$ cat src/rtl/fir_interp3_polyphase_if.sv
// rtl/fir_interp3_polyphase_if.sv - sample-in / interpolated-out handshake bundle for fir_interp3_polyphase
// FLUSH is present only when FIR_INTERP3_FLUSH_EN is defined.
interface fir_interp3_polyphase_if;
    logic [7:0]  FIR_IN;
    logic        IN_VALID;
    logic        IN_READY;
    logic [16:0] FIR_OUT;
    logic        OUT_VALID;
    logic        OUT_READY;
    logic [1:0]  OUT_PHASE;
`ifdef FIR_INTERP3_FLUSH_EN
    logic        FLUSH;
`endif

    modport master (
        output FIR_IN, IN_VALID, OUT_READY,
`ifdef FIR_INTERP3_FLUSH_EN
        output FLUSH,
`endif
        input  IN_READY, FIR_OUT, OUT_VALID, OUT_PHASE
    );

    modport slave (
        input  FIR_IN, IN_VALID, OUT_READY,
`ifdef FIR_INTERP3_FLUSH_EN
        input  FLUSH,
`endif
        output IN_READY, FIR_OUT, OUT_VALID, OUT_PHASE
    );
endinterface

$ cat src/rtl/fir_interp3_polyphase.sv
// rtl/fir_interp3_polyphase.sv - x3 polyphase FIR interpolator, 21 symmetric taps on one shared MAC
// Optional FLUSH input (delay-line clear in IDLE) enabled by FIR_INTERP3_FLUSH_EN.
module fir_interp3_polyphase (
    input  logic                     CLK,
    input  logic                     RST,
    fir_interp3_polyphase_if.slave   bus
);
    typedef enum logic [1:0] {IDLE = 2'd0, MAC = 2'd1, HOLD = 2'd2} state_t;

    state_t      state_q, state_d;
    logic [7:0]  x_q [0:6];
    logic [16:0] acc_q;
    logic [16:0] fir_out_q;
    logic        out_valid_q;
    logic [1:0]  out_phase_q;
    logic [1:0]  phase_q;
    logic [2:0]  tap_q;

    logic        flush;
    logic        accept;
    logic        out_hs;
    logic [4:0]  coef_idx;
    logic [5:0]  h_sel;
    logic [7:0]  x_sel;
    logic [13:0] prod;
    logic [16:0] acc_sum;

    function automatic logic [5:0] coef(input logic [4:0] idx);
        case (idx)
            5'd0,  5'd20: coef = 6'd3;
            5'd1,  5'd19: coef = 6'd4;
            5'd2,  5'd18: coef = 6'd6;
            5'd3,  5'd17: coef = 6'd10;
            5'd4,  5'd16: coef = 6'd15;
            5'd5,  5'd15: coef = 6'd20;
            5'd6,  5'd14: coef = 6'd25;
            5'd7,  5'd13: coef = 6'd30;
            5'd8,  5'd12: coef = 6'd34;
            5'd9,  5'd11: coef = 6'd36;
            5'd10:        coef = 6'd37;
            default:      coef = 6'd0;
        endcase
    endfunction

`ifdef FIR_INTERP3_FLUSH_EN
    assign flush = bus.FLUSH;
`else
    assign flush = 1'b0;
`endif

    assign bus.IN_READY  = (state_q == IDLE) & ~flush;
    assign bus.FIR_OUT   = fir_out_q;
    assign bus.OUT_VALID = out_valid_q;
    assign bus.OUT_PHASE = out_phase_q;

    assign accept = bus.IN_VALID & bus.IN_READY;
    assign out_hs = (state_q == HOLD) & out_valid_q & bus.OUT_READY;

    // Branch p uses every third coefficient: h[3*tap + p] against x[tap].
    assign coef_idx = ({2'b00, tap_q} * 5'd3) + {3'b000, phase_q};
    assign h_sel    = coef(coef_idx);
    assign x_sel    = x_q[tap_q];
    assign prod     = {8'd0, h_sel} * {6'd0, x_sel};
    assign acc_sum  = acc_q + {3'd0, prod};

    always_ff @(posedge CLK or posedge RST) begin
        if (RST) begin
            state_q <= IDLE;
        end else begin
            state_q <= state_d;
        end
    end

    always_comb begin
        state_d = state_q;
        case (state_q)
            IDLE:    if (accept) state_d = MAC;
            MAC:     if (tap_q == 3'd6) state_d = HOLD;
            HOLD:    if (out_hs) state_d = (phase_q == 2'd2) ? IDLE : MAC;
            default: state_d = IDLE;
        endcase
    end

    always_ff @(posedge CLK or posedge RST) begin
        if (RST) begin
            for (int k = 0; k < 7; k++) x_q[k] <= 8'd0;
            acc_q       <= 17'd0;
            fir_out_q   <= 17'd0;
            out_valid_q <= 1'b0;
            out_phase_q <= 2'd0;
            phase_q     <= 2'd0;
            tap_q       <= 3'd0;
        end else begin
            case (state_q)
                IDLE: begin
                    if (flush) begin
                        for (int k = 0; k < 7; k++) x_q[k] <= 8'd0;
                    end else if (accept) begin
                        x_q[0] <= bus.FIR_IN;
                        for (int k = 1; k < 7; k++) x_q[k] <= x_q[k-1];
                        phase_q <= 2'd0;
                        tap_q   <= 3'd0;
                        acc_q   <= 17'd0;
                    end
                end
                MAC: begin
                    if (tap_q == 3'd6) begin
                        fir_out_q   <= acc_sum;
                        out_valid_q <= 1'b1;
                        out_phase_q <= phase_q;
                    end else begin
                        acc_q <= acc_sum;
                        tap_q <= tap_q + 3'd1;
                    end
                end
                HOLD: begin
                    if (out_hs) begin
                        out_valid_q <= 1'b0;
                        if (phase_q != 2'd2) begin
                            phase_q <= phase_q + 2'd1;
                            tap_q   <= 3'd0;
                            acc_q   <= 17'd0;
                        end
                    end
                end
                default: ;
            endcase
        end
    end
endmodule

$ cat src/flat_wrapper.sv
// flat-port wrapper written by rule: the top's interface ports become plain ports
module fir_interp3_polyphase_flat 
  (CLK, RST, bus_FIR_IN, bus_IN_VALID, bus_OUT_READY, bus_IN_READY, bus_FIR_OUT, bus_OUT_VALID, bus_OUT_PHASE);
  fir_interp3_polyphase_if bus_i ();
  input  logic CLK;
  input  logic RST;
  input wire logic [$bits(bus_i.FIR_IN)-1:0] bus_FIR_IN;
  input wire logic [$bits(bus_i.IN_VALID)-1:0] bus_IN_VALID;
  input wire logic [$bits(bus_i.OUT_READY)-1:0] bus_OUT_READY;
  output wire logic [$bits(bus_i.IN_READY)-1:0] bus_IN_READY;
  output wire logic [$bits(bus_i.FIR_OUT)-1:0] bus_FIR_OUT;
  output wire logic [$bits(bus_i.OUT_VALID)-1:0] bus_OUT_VALID;
  output wire logic [$bits(bus_i.OUT_PHASE)-1:0] bus_OUT_PHASE;
  assign bus_i.FIR_IN = bus_FIR_IN;
  assign bus_i.IN_VALID = bus_IN_VALID;
  assign bus_i.OUT_READY = bus_OUT_READY;
  assign bus_IN_READY = bus_i.IN_READY;
  assign bus_FIR_OUT = bus_i.FIR_OUT;
  assign bus_OUT_VALID = bus_i.OUT_VALID;
  assign bus_OUT_PHASE = bus_i.OUT_PHASE;
  fir_interp3_polyphase u_core (.CLK(CLK), .RST(RST), .bus(bus_i));
endmodule
$ cat config.mk
export PLATFORM = sky130hd
export DESIGN_NAME = fir_interp3_polyphase_flat
export DESIGN_NICKNAME = d
export VERILOG_FILES = /design/src/rtl/fir_interp3_polyphase_if.sv /design/src/rtl/fir_interp3_polyphase.sv /design/src/flat_wrapper.sv
export SDC_FILE = /design/constraint.sdc
export NUM_CORES = 1
export LEC_CHECK = 0
export CELL_PAD_IN_SITES_DETAIL_PLACEMENT = 1
export CELL_PAD_IN_SITES_GLOBAL_PLACEMENT = 1
export CORE_MARGIN = 1
export CORE_UTILIZATION = 30
export CTS_BUF_LIST = sky130_fd_sc_hd__clkbuf_4 sky130_fd_sc_hd__clkbuf_8
export CTS_CLUSTER_SIZE = 30
export DETAILED_ROUTE_END_ITERATION = 12
export PLACE_DENSITY_LB_ADDON = 0.1
export SLEW_MARGIN = 20
export SYNTH_ARGS = -nofsm -noshare
export SYNTH_HDL_FRONTEND = slang
export SYNTH_SLANG_ARGS = --single-unit
$ cat constraint.sdc
create_clock -name CLK -period 11.5 [get_ports CLK]
set_clock_uncertainty 0.1 [all_clocks]
set_input_delay 2.3 -clock CLK [delete_from_list [all_inputs] [get_ports CLK]]
set_output_delay 2.3 -clock CLK [all_outputs]
set_load 0.05 [all_outputs]
==> Word-level counts from Yosys, hierarchy flattened <==
Memory sizes are Yosys's and may differ from the RTL's.
Cells that the tools add are included.
{ "word_totals": {"ff_bits": 100, "mem_bits_ro": 192, "input_bits": 12, "out_inout_bits": 21, "memories": 1} }
{ "op_classes": {"add_sub_neg": 4, "mul": 2, "magnitude_cmp": 1, "eq_ne": 10, "n_mux": 25, "n_bitwise": 4, "reduce_logical": 10} }
{ "memory_table": {"columns": ["name", "words", "word_bits", "rd", "rd_ports_with_merged_regs", "wr", "line", "text"], "rows": [
  ["(name not given)", 32, 6, 1, 0, 0, "fir_interp3_polyphase.sv:29", "case (idx)"]
]} }
{ "ops": {"columns": ["operator", "n"], "rows": [
  ["2-to-1 mux 17 bit", 4],
  ["case mux 17 bit (3 select lines)", 1],
  ["binary-select mux 8 bit (select 3 bit)", 1],
  ["adder 17 x 14 -> 17 bit", 1],
  ["2-to-1 mux 8 bit", 2],
  ["multiplier 6 x 8 -> 14 bit", 1],
  ["2-to-1 mux 2 bit", 6],
  ["2-to-1 mux 3 bit", 4],
  ["case mux 3 bit (3 select lines)", 1],
  ["inequality test 2 bit, second input constant", 4],
  ["case mux 2 bit (3 select lines)", 1],
  ["AND reduction 3 bit", 2],
  ["adder 5 x 2 -> 5 bit", 1],
  ["multiplier 3 x 2 -> 5 bit, second input constant", 1],
  ["AND reduction 5 bit", 1],
  ["equality test 2 bit, second input constant", 2],
  [">= comparator 4 bit, second input constant", 1],
  ["inequality test 2 x 1 -> 1 bit, second input constant", 2],
  ["inverter 3 -> 4 bit", 1],
  ["case mux 2 bit (2 select lines)", 1],
  ["AND reduction 2 bit", 2],
  ["AND reduction 4 bit", 1],
  ["nonzero test 2 bit", 2],
  ["adder 3 x 1 -> 3 bit, second input constant", 1],
  ["8 further kinds", 12]
]} }

==> Logic depth before layout (Yosys ltp) <==
Gate-level depths: netlist of run 1.
{ "logic_depth": {"word_depth": 8, "ltp_mapped": 28} }

==> Worst setup path after synthesis of run 1 <==
No wires, ideal clock.
{ "synth_timing": {"path_type": "reg2reg", "startpoint": "reg u_core.tap_q[0]", "endpoint": "reg u_core.fir_out_q[10], in the netlist u_core.bus.FIR_OUT[10]", "arrival_time_ns": 6.697, "required_ns": 11.275, "path_slack_ns": 4.578, "path_stages_with_launch": 27, "path_buffers": 4, "path_cell_list": "dfrtp_1 -> buf_4 -> buf_4 -> inv_1 -> fa_1 -> inv_1 -> ha_1 -> inv_1 -> fa_1 -> clkbuf_1 -> or3_1 -> clkbuf_1 -> or2_1 -> fa_1 -> fa_1 -> inv_1 -> fa_1 -> inv_1 -> fa_1 -> inv_1 -> ha_1 -> a21oi_1 -> o21ai_2 -> a32oi_1 -> nand2_1 -> xnor2_1 -> mux2_2"} }
{ "synth_between": {"elab_chain_cells": 6, "elab_cells_between_ends": 11, "cone_classes": "2 x add/sub; 2 x mul; 1 x eq/ne; 3 x mux; 1 x bitwise; 1 x reduce/logical; 1 x memory"} }
{ "synth_rtl": {"columns": ["element", "line", "text"], "rows": [
  ["start: declaration", "fir_interp3_polyphase.sv:17", "logic [2:0] tap_q;"],
  ["start signal: assignment", "fir_interp3_polyphase.sv:113", "tap_q <= tap_q + 3'd1;"],
  ["branches (longest 6 deep; another with adder 17 x 14 -> 17 bit)", null, null],
  ["end signal: assignment", "fir_interp3_polyphase.sv:108", "fir_out_q <= acc_sum;"],
  ["end: declaration", "fir_interp3_polyphase.sv:13", "logic [16:0] fir_out_q;"]
]} }
Several ways; the timed one is not identified. The select of a mux whose other input is x is not followed.
A chain may end at the register's enable or synchronous reset.

==> Final worst setup path of run 1 <==
{ "layout_timing": {"startpoint": "reg u_core.tap_q[1]", "endpoint": "reg u_core.fir_out_q[10], in the netlist u_core.bus.FIR_OUT[10]"} }
The elaborated chain is that of the path after synthesis.

==> results of run 1 <==
## worst register-to-register path, cell delays in order, from the launching register on
cell and delay [ps]:
dfrtp_1 920, inv_1 240, fa_1 500, inv_1 70, ha_1 170, inv_1 60, fa_1 400, xor2_1 230
nor2_1 250, o21ai_1 270, or2_1 320, fa_1 510, fa_1 540, inv_1 50, fa_1 530, inv_1 50
fa_1 490, inv_1 50, ha_1 370, a21oi_1 240, o21ai_2 120, a32oi_1 380, nand2_1 130, xnor2_1 160
mux2_2 260
## final cells by class
type | count | area (sq um)
fill | 2391 | 14400
multi-input combinational | 414 | 3770
sequential | 100 | 2500
timing repair buffer | 37 | 358
tap | 280 | 350
inverter | 75 | 284
clock buffer | 10 | 131
clock inverter | 6 | 65.1
## worst min-delay path by stage
stage / to / slack, ps / depth (start not counted)
5_1_grt: u_core.bus.FIR_OUT[7]$_DFFE_PP0P_ / 420 / 1
6_report: u_core.bus.OUT_PHASE[0]$_DFFE_PP0P_ / 390 / 2
4_1_cts: u_core.bus.OUT_PHASE[0]$_DFFE_PP0P_ / 400 / 2
3_3_place_gp: u_core.bus.OUT_PHASE[0]$_DFFE_PP0P_ / 370 / 2
3_5_place_dp: u_core.bus.OUT_PHASE[0]$_DFFE_PP0P_ / 370 / 2
2_1_floorplan: u_core.acc_q[14]$_DFFE_PP0P_ / 360 / 2
## metrics by stage
step	util	cell area (sq um)	setup WS (ps)	hold WS, ps
after floorplan	-	6660	4580	362
after global placement	0.333	7270	4100	365
after detailed placement	0.333	7270	3860	370
after CTS	0.342	7460	3870	397
after global routing	0.342	7460	3390	422
final	0.342	7460	4010	386
## cells in the mapped netlist, types with 2 or more instances
cell	number
a21o_1	10
a31oi_1	4
xor2_1	5
nand2_1	44
mux2i_1	17
nand3b_1	3
o21ai_0	26
a211oi_1	2
xnor2_1	11
o21a_1	3
o31ai_1	3
mux2_2	59
inv_1	74
o21ai_1	11
buf_2	11
nor2_1	46
buf_4	2
clkbuf_1	10
or2_1	10
o21ai_2	2
mux2_1	6
dfrtp_1	100
fa_1	38
o211ai_1	3
nand3_1	9
a211o_1	2
a22o_1	5
o22ai_1	3
nor3_1	4
and2_1	2
mux4_2	9
nand4_1	2
ha_1	46
a21oi_1	12
## per-layer routing
metal | vias up | track usage | routed length, um
li1 | 2113 | - | -
met1 | 2239 | 0.189 | 7150
met2 | 43 | 0.247 | 7080
met3 | 16 | 0.0241 | 288
met4 | 0 | 0.0575 | 342
met5 | - | 0 | 0
## registers in the layout, indices dropped and copies added, names as in the netlist
name                  flops
u_core.acc_q             17
u_core.tap_q              3
u_core.phase_q            2
u_core.x_q               56
u_core.bus.FIR_OUT       17
u_core.bus.OUT_PHASE      2
u_core.bus.OUT_VALID      1
u_core.state_q            2
## kinds of logic after synthesis
| group | share of synthesized area |
|---|---|
| xor gates and xnor gates | 0.0210 |
| buffers and inverters | 0.0590 |
| muxes | 0.166 |
| adders and majority gates | 0.201 |
| DFF | 0.376 |
| and+or+nand+nor | 0.0821 |
| AOI/OAI and AO/OA | 0.0960 |
==> results.md, run 1 <==
- Worst R2R Start: u_core.tap_q[1]$_DFFE_PP0P_
- Reg-to-reg setup timing slack: 4010 ps
- Layout Cells excl Fill: 922
- HP Start: u_core.bus.OUT_PHASE[0]$_DFFE_PP0P_
- Post-synth EDFFs: 0
- Synth Register Bits: 100
- Maximum fanout along the worst path: 21
- CP arrival: 7670 ps
- First-pass GRT wire length: 25.6 mm
- Pre-antenna DRT Iters: 4
- CP required: 11680 ps
- RSZ-0062 raised after global routing: no
- Top cells by area, synth: dfrtp_1 (38%), fa_1 (11%), mux2_2 (10%), ha_1 (8.6%), inv_1 (4.2%)
- Period utilisation layout: 0.651
- Share of cells above drive strength 1: 0.156
- Clk buf depth: 2
- Placed cell count: 906
- Fin nets: 733
- GRT Overall Usage: 0.147
- Critical path type: flop to flop
- Drt total wl: 14.9 mm
- Status: finished clean
- Die W: 151 um
- Drc violations: 0
- Clk slew on worst S/H paths: 110 ps
- Delay-heaviest family, CP: adder cells
- CTS H-tree depth: 3
- DP HPWL: 11.1 mm
- Post-DR vias/cell: 4.78
- Syn nets: 709
- Synth Cell Area: 0.00666 sq mm
- DR WL/cell: 16.1 um
- CTS tree: yes
- R2r endpoint: u_core.bus.FIR_OUT[10]$_DFFE_PP0P_
- Initial DRC count: 165
- Min Clock Period, post-route: 7490 ps
- Setup violators final: 0
- Endpoints failing hold: 0
- Port Buf Inserts: 32
- Die area: 0.0228 sq mm
- CP max stage cell: dfrtp_1
- # clock sinks: 100
- Total CTS buffers: 9
- Die Height: 151 um
- Fraction of registers with async set/reset: 1.00
- CP Depth: 24
- CP Cell Sequence: inv_1 > fa_1 > inv_1 > ha_1 > inv_1 > fa_1 > xor2_1 > nor2_1 > o21ai_1 > or2_1 > fa_1 > fa_1 > inv_1 > fa_1 > inv_1 > fa_1 > inv_1 > ha_1 > a21oi_1 > o21ai_2 > a32oi_1 > nand2_1 > xnor2_1 > mux2_2
- Worst-Skew Late Latency: 400 ps
- Pin count of the biggest net entering global routing: 63
- Setup crit start kind: flop
- Max-Slew Margin vs Limit: 0.423
- Initial antenna violation count: 0
- Sequential-to-total area share from yosys stat: 0.376
- Post-Syn Area per Cell: 10.9 sq um
- Worst path buffer plus inverter count: 6
- Cell count of the worst reg-to-reg path: 24
- Hold-fix buffers at CTS: 0
- Unique masters post-synth: 53
- Root Buffer: clkbuf_8
- Vias in the first global route: 4888
- Ys flop type: dfrtp_1
- Post-Synthesis Cells: 613
- Setup TNS: 0 ps
- Number of max-cap violations: 0
- Detail Route Antenna Nets: 0
- Worst-margin pin slew: 866 ps
- Top-area cell type share of the netlist area: 0.376
- Worst Setup SP: u_core.tap_q[1]$_DFFE_PP0P_
- Initial Utilization: 0.305
- Fmax: 134 MHz
- GPL Wtd Cong: 0.782
- Ports: 33
- Leading cell type in the layout, fill and taps excluded: dfrtp_1
- Antenna diode count: 0
- Yosys Warn Count: 0
- Commonest non-fill, non-tap cells in the layout: dfrtp_1 (100), inv_1 (73), mux2_2 (59)
- Worst hold path class: flop to flop
- Final slew viol count: 0
- Area Growth Syn to Fin: 12.0%
- Vias: 4411
- Num rows: 54
- Yosys top cell by area: dfrtp_1
- Post-CTS Resized: 0
- CP endpoint: u_core.bus.FIR_OUT[10]$_DFFE_PP0P_
- Crit. End Element: flop
- # Post-CTS Setup Buffers: 0
- Max incr delay on CP: 920 ps
- Core Footprint: 0.0218 sq mm
- GR Overflow Total: 0
Power of run 1 is left out: the tool's default activity adds up to more than one toggle a clock period on the data nets, which glitch-free logic cannot reach.
==> run 2, diff against run 1 <==
clock period = 6 ns   (was 11.5 ns; I/O delays follow)
==> run 2 against run 1 <==
Against the previous run:
- the flow now finishes with violations (design-rule violations, negative setup slack)
- critical path depth increased by 2
- cell count increased by 6.7%
- maximum frequency increased by 19%
- die area unchanged
- register-to-register slack got worse by 4300 ps
- core utilization increased by 4.2 points
- routed wire length increased by 7.2%
- sequential share of layout area decreased by 3.7 points
- critical endpoint is now u_core.bus.FIR_OUT[9]$_DFFE_PP0P_
- largest cell class unchanged
==> results.md, run 2 (same netlist as run 1, synthesis figures left out) <==
- Register Area: 0.00250 sq mm
- Worst hold path depth: 2
- Drt total wl: 15.9 mm
- Hold EP: u_core.bus.FIR_OUT[5]$_DFFE_PP0P_
- Endpoints failing hold: 0
- Setup violators final: 20
- Top Layer Used: met4
- Max FFs per register: 56
- Share of cells above drive strength 1: 0.320
- Pin count of the biggest net entering global routing: 58
- Leading cell type in the layout, fill and taps excluded: dfrtp_1
- Failing checks: design-rule violations, negative setup slack
- Port Buf Inserts: 32
- Cell count of the worst reg-to-reg path: 26
- Met3 WL: 288 um
- CP required: 6190 ps
- Wl on met1: 7.21 mm
- Top reg by flops: u_core.x_q
- CTS tree: yes
- GRT Overall Usage: 0.152
- Worst path buffer plus inverter count: 9
- Die Height: 151 um
- FILL cells: 2400
- Fin nets: 795
- Max-Slew Margin vs Limit: 0.476
- Final worst slack: -281 ps
- Crit. End Element: flop
- Worst hold path class: flop to flop
- Antenna diode count: 0
- Fmax: 159 MHz
- Detail Route Antenna Nets: 0
- Initial Utilization: 0.305
- Maximum fanout along the worst path: 8
- Max incr delay on CP: 560 ps
- Root Buffer: clkbuf_8
- Worst-margin pin slew: 784 ps
- CP max stage cell: fa_1
- Clk buf depth: 2
- Reg-to-reg setup timing slack: -280 ps
- Die area: 0.0228 sq mm
- First-pass GRT wire length: 26.8 mm
- Fin util: 0.384
- Delay-heaviest family, CP: adder cells
- Status: complete, but fails checks
- Ports: 33
- Period utilisation layout: 1.05
- Initial DRC count: 85
- Metal2 WL: 8.05 mm
- Area Growth Syn to Fin: 25.8%
- Die W: 151 um
- Clk slew on worst S/H paths: 110 ps
- # clock sinks: 100
- DP HPWL: 11.7 mm
- Num rows: 54
- Total CTS buffers: 9
- GPL Wtd Cong: 0.828
- R2r endpoint: u_core.bus.FIR_OUT[9]$_DFFE_PP0P_
- Pre-antenna DRT Iters: 10
- HP Start: u_core.bus.FIR_OUT[5]$_DFFE_PP0P_
- Worst R2R Start: u_core.phase_q[1]$_DFFE_PP0P_
- CP arrival: 6470 ps
- Commonest non-fill, non-tap cells in the layout: dfrtp_1 (100), inv_1 (65), buf_4 (62)
- Core Footprint: 0.0218 sq mm
- Vias in the first global route: 5203
- Number of max-cap violations: 0
- Vias: 4664
- Critical path type: flop to flop
- Multi-input logic area: 0.00420 sq mm
- DR WL/cell: 16.2 um
- Drc violations: 1
- Min Clock Period, post-route: 6280 ps
- RSZ-0062 raised after global routing: yes
- Initial antenna violation count: 0
- Final slew viol count: 0
- Hold-fix buffers at CTS: 0
- CTS H-tree depth: 3
- Setup crit start kind: flop
- Post-DR vias/cell: 4.74
- GR Overflow Total: 0
- Worst-Skew Late Latency: 400 ps
run 2: cell count changes in the layout (fill, tap and decap cells not counted), sizes merged:
| cell | change |
|---|---|
| buf | +62 |
| clkinv | -2 |
| inv | +2 |
run 2: area by class of cell:
cell class | instances | area share
inverter | 75 | 0.0342
sequential | 100 | 0.299
clock inverter | 6 | 0.00717
multi-input combinational | 414 | 0.501
clock buffer | 10 | 0.0164
tap | 280 | 0.0418
timing repair buffer | 99 | 0.100
run 2: worst max path at each step:
| stage | start | to | slack (ps) | cells past startpoint |
|---|---|---|---|---|
| floorplan | u_core.tap_q[0]$_DFFE_PP0P_ | u_core.bus.FIR_OUT[15]$_DFFE_PP0P_ | -300 | 26 |
| global placement | u_core.phase_q[1]$_DFFE_PP0P_ | u_core.acc_q[11]$_DFFE_PP0P_ | -450 | 24 |
| detailed placement | u_core.phase_q[1]$_DFFE_PP0P_ | u_core.acc_q[11]$_DFFE_PP0P_ | -590 | 24 |
| CTS | u_core.phase_q[1]$_DFFE_PP0P_ | u_core.acc_q[11]$_DFFE_PP0P_ | -280 | 26 |
| global route | u_core.phase_q[1]$_DFFE_PP0P_ | u_core.bus.FIR_OUT[10]$_DFFE_PP0P_ | -470 | 23 |
| finish | u_core.phase_q[1]$_DFFE_PP0P_ | u_core.bus.FIR_OUT[9]$_DFFE_PP0P_ | -280 | 26 |
run 2: stage by stage:
| stage | TNS [ps] | setup WS [ps] | hold WS, ps | area (sq um) | instances |
|---|---|---|---|---|---|
| 3_5_place_dp | -6460 | -586 | 370 | 7790 | 961 |
| 5_1_grt | -8370 | -473 | 428 | 8380 | 984 |
| 2_1_floorplan | -3670 | -305 | 362 | 6810 | 613 |
| 6_report | -3850 | -281 | 393 | 8380 | 984 |
| 3_3_place_gp | -4100 | -455 | 363 | 7790 | 961 |
| 4_1_cts | -3790 | -282 | 399 | 8190 | 983 |
run 2: tightest hold or removal path: stages, from the launching register on:
cell and delay [ps]:
dfrtp_1 360, nand2_1 50, o21ai_0 60
run 2: what timing repair did:
action                                  4_1_cts  5_1_grt
gates cloned                                  0        0
endpoints found under the setup margin       21       24
buffers inserted                              6        3
pin swaps                                    16       38
resized for setup                            31       38
run 2: routing by layer:
metal,global-route usage,up-vias
met5,0,-
met4,0.0585,0
met3,0.0253,21
met2,0.261,44
met1,0.190,2366
li1,-,2233
Power of run 2 is left out for the same reason.
==> run 3, diff against run 2 <==
CORE_ASPECT_RATIO = 0.6   (was not set)
CORE_UTILIZATION = 46   (was 30)
==> run 3 against run 2 <==
Against the previous run:
- critical endpoint is now u_core.acc_q[14]$_DFFE_PP0P_
- the run ends with negative setup slack left
- largest cell class unchanged
- routed wire length up 7.2%
- flip-flop and latch count is the same
- sequential share of layout area grew 0.48 points
- final area decreased by 1.6%
==> results.md, run 3 (same netlist as run 1, synthesis figures left out) <==
- Status: complete, but fails checks
- Failing checks: negative setup slack
- Initial antenna violation count: 0
- Worst hold path depth: 2
- Area Growth Syn to Fin: 23.8%
- Endpoints failing hold: 0
- Leading cell type in the layout, fill and taps excluded: dfrtp_1
- Number of max-cap violations: 0
- DR WL/cell: 19.0 um
- Pin count of the biggest net entering global routing: 58
- Worst-margin pin slew: 884 ps
- Reg-to-reg setup timing slack: -420 ps
- Placed cell count: 870
- CTS tree: yes
- CTS H-tree depth: 3
- Pre-antenna DRT Iters: 4
- Root Buffer: clkbuf_8
- Vias: 4788
- GRT Overall Usage: 0.251
- Max FFs per register: 56
- GPL Wtd Cong: 0.836
- CP max stage cell: fa_1
- Vias in the first global route: 5400
- Clk slew on worst S/H paths: 110 ps
- CP most frequent cell: inv_2
- RSZ-0062 raised after global routing: yes
- Detail Route Antenna Nets: 0
- Setup violators final: 22
- Worst hold path class: flop to flop
- Initial Utilization: 0.480
- Hold-fix buffers at CTS: 0
- GR Overflow Total: 0
- DP HPWL: 12.2 mm
- Fin nets: 799
- # clock sinks: 100
- Critical path type: flop to flop
- Final worst slack: -416 ps
- First-pass GRT wire length: 28.5 mm
- Commonest non-fill, non-tap cells in the layout: dfrtp_1 (100), buf_4 (66), inv_1 (64)
- Share of cells above drive strength 1: 0.315
- Max-Slew Margin vs Limit: 0.409
- Post-DR vias/cell: 5.32
- CP required: 6140 ps
- CP arrival: 6560 ps
- Clk buf depth: 2
- Worst-Skew Late Latency: 390 ps
- Final slew viol count: 0
- Top reg by flops: u_core.x_q
- Fmax: 156 MHz
- Port Buf Inserts: 32
- Crit. End Element: flop
- Die Height: 95.2 um
- Drc violations: 0
- Min Clock Period, post-route: 6420 ps
- Core Footprint: 0.0139 sq mm
- Die area: 0.0150 sq mm
- Num rows: 33
- Die W: 157 um
- Initial DRC count: 203
- Layout Cells excl Fill: 900
- Drt total wl: 17.1 mm
- Max incr delay on CP: 570 ps
- Cell count of the worst reg-to-reg path: 26
- Total CTS buffers: 9
- Setup crit start kind: flop
- Antenna diode count: 0
- Maximum fanout along the worst path: 7
- Period utilisation layout: 1.07
- Ports: 33
run 3: cell types whose count changed in the layout (fill, tap and decap cells not counted), sizes merged:
cell / previous run / this run
buf: 67 / 71
clkinv: 0 / 4
inv: 81 / 77
run 3: layer usage:
layer / up-vias / part of all wire / wire length, um / global-route usage
met2: 59 / 0.48 / 8190 / 0.420
met4: 0 / 0.010 / 178 / 0.0591
met5: - / 0 / 0 / 0
met3: 14 / 0.021 / 362 / 0.0355
li1: 2235 / - / - / -
met1: 2480 / 0.49 / 8350 / 0.348
run 3: cell type report:
type                       instances  area, sq um
tap                              192          240
fill                            1496         5620
clock inverter                     6         70.1
sequential                       100         2500
clock buffer                      10          138
inverter                          75          287
timing repair buffer             103          872
multi-input combinational        414         4140
run 3: worst paths after layout:
| check | startpoint | to |
|---|---|---|
| min in group asynchronous | RST | u_core.x_q[39]$_DFFE_PP0P_ |
| max | u_core.phase_q[1]$_DFFE_PP0P_ | u_core.acc_q[14]$_DFFE_PP0P_ |
| min reg2reg | u_core.bus.FIR_OUT[12]$_DFFE_PP0P_ | u_core.bus.FIR_OUT[12]$_DFFE_PP0P_ |
| min | u_core.bus.FIR_OUT[12]$_DFFE_PP0P_ | u_core.bus.FIR_OUT[12]$_DFFE_PP0P_ |
| max reg2reg | u_core.phase_q[1]$_DFFE_PP0P_ | u_core.acc_q[14]$_DFFE_PP0P_ |
| max in group asynchronous | RST | u_core.x_q[36]$_DFFE_PP0P_ |
run 3: critical path: cells and delay by family (launching register included):
family | cells | cell delay (ps)
compound gates | 8 | 1350
buf+inv | 8 | 520
fa+ha+maj | 8 | 3590
xor+xnor | 1 | 250
simple gates | 1 | 70
flops | 1 | 380
run 3: through the flow:
| step | hold slack, ps | TNS (ps) | util | cell area (sq um) | setup slack, ps |
|---|---|---|---|---|---|
| floorplan | 362 | -3670 | - | 6810 | -305 |
| global placement | 369 | -4470 | 0.552 | 7660 | -372 |
| detailed placement | 376 | -8190 | 0.552 | 7660 | -545 |
| CTS | 403 | -6620 | 0.581 | 8070 | -406 |
| global route | 429 | -11460 | 0.595 | 8250 | -623 |
| finish | 398 | -6810 | 0.595 | 8250 | -416 |
run 3: what timing repair did:
action	CTS	global route
pin swaps	20	18
setup buffers	8	6
gates resized for setup	30	26
endpoints found under the setup margin	22	24
Power of run 3 is left out for the same reason.
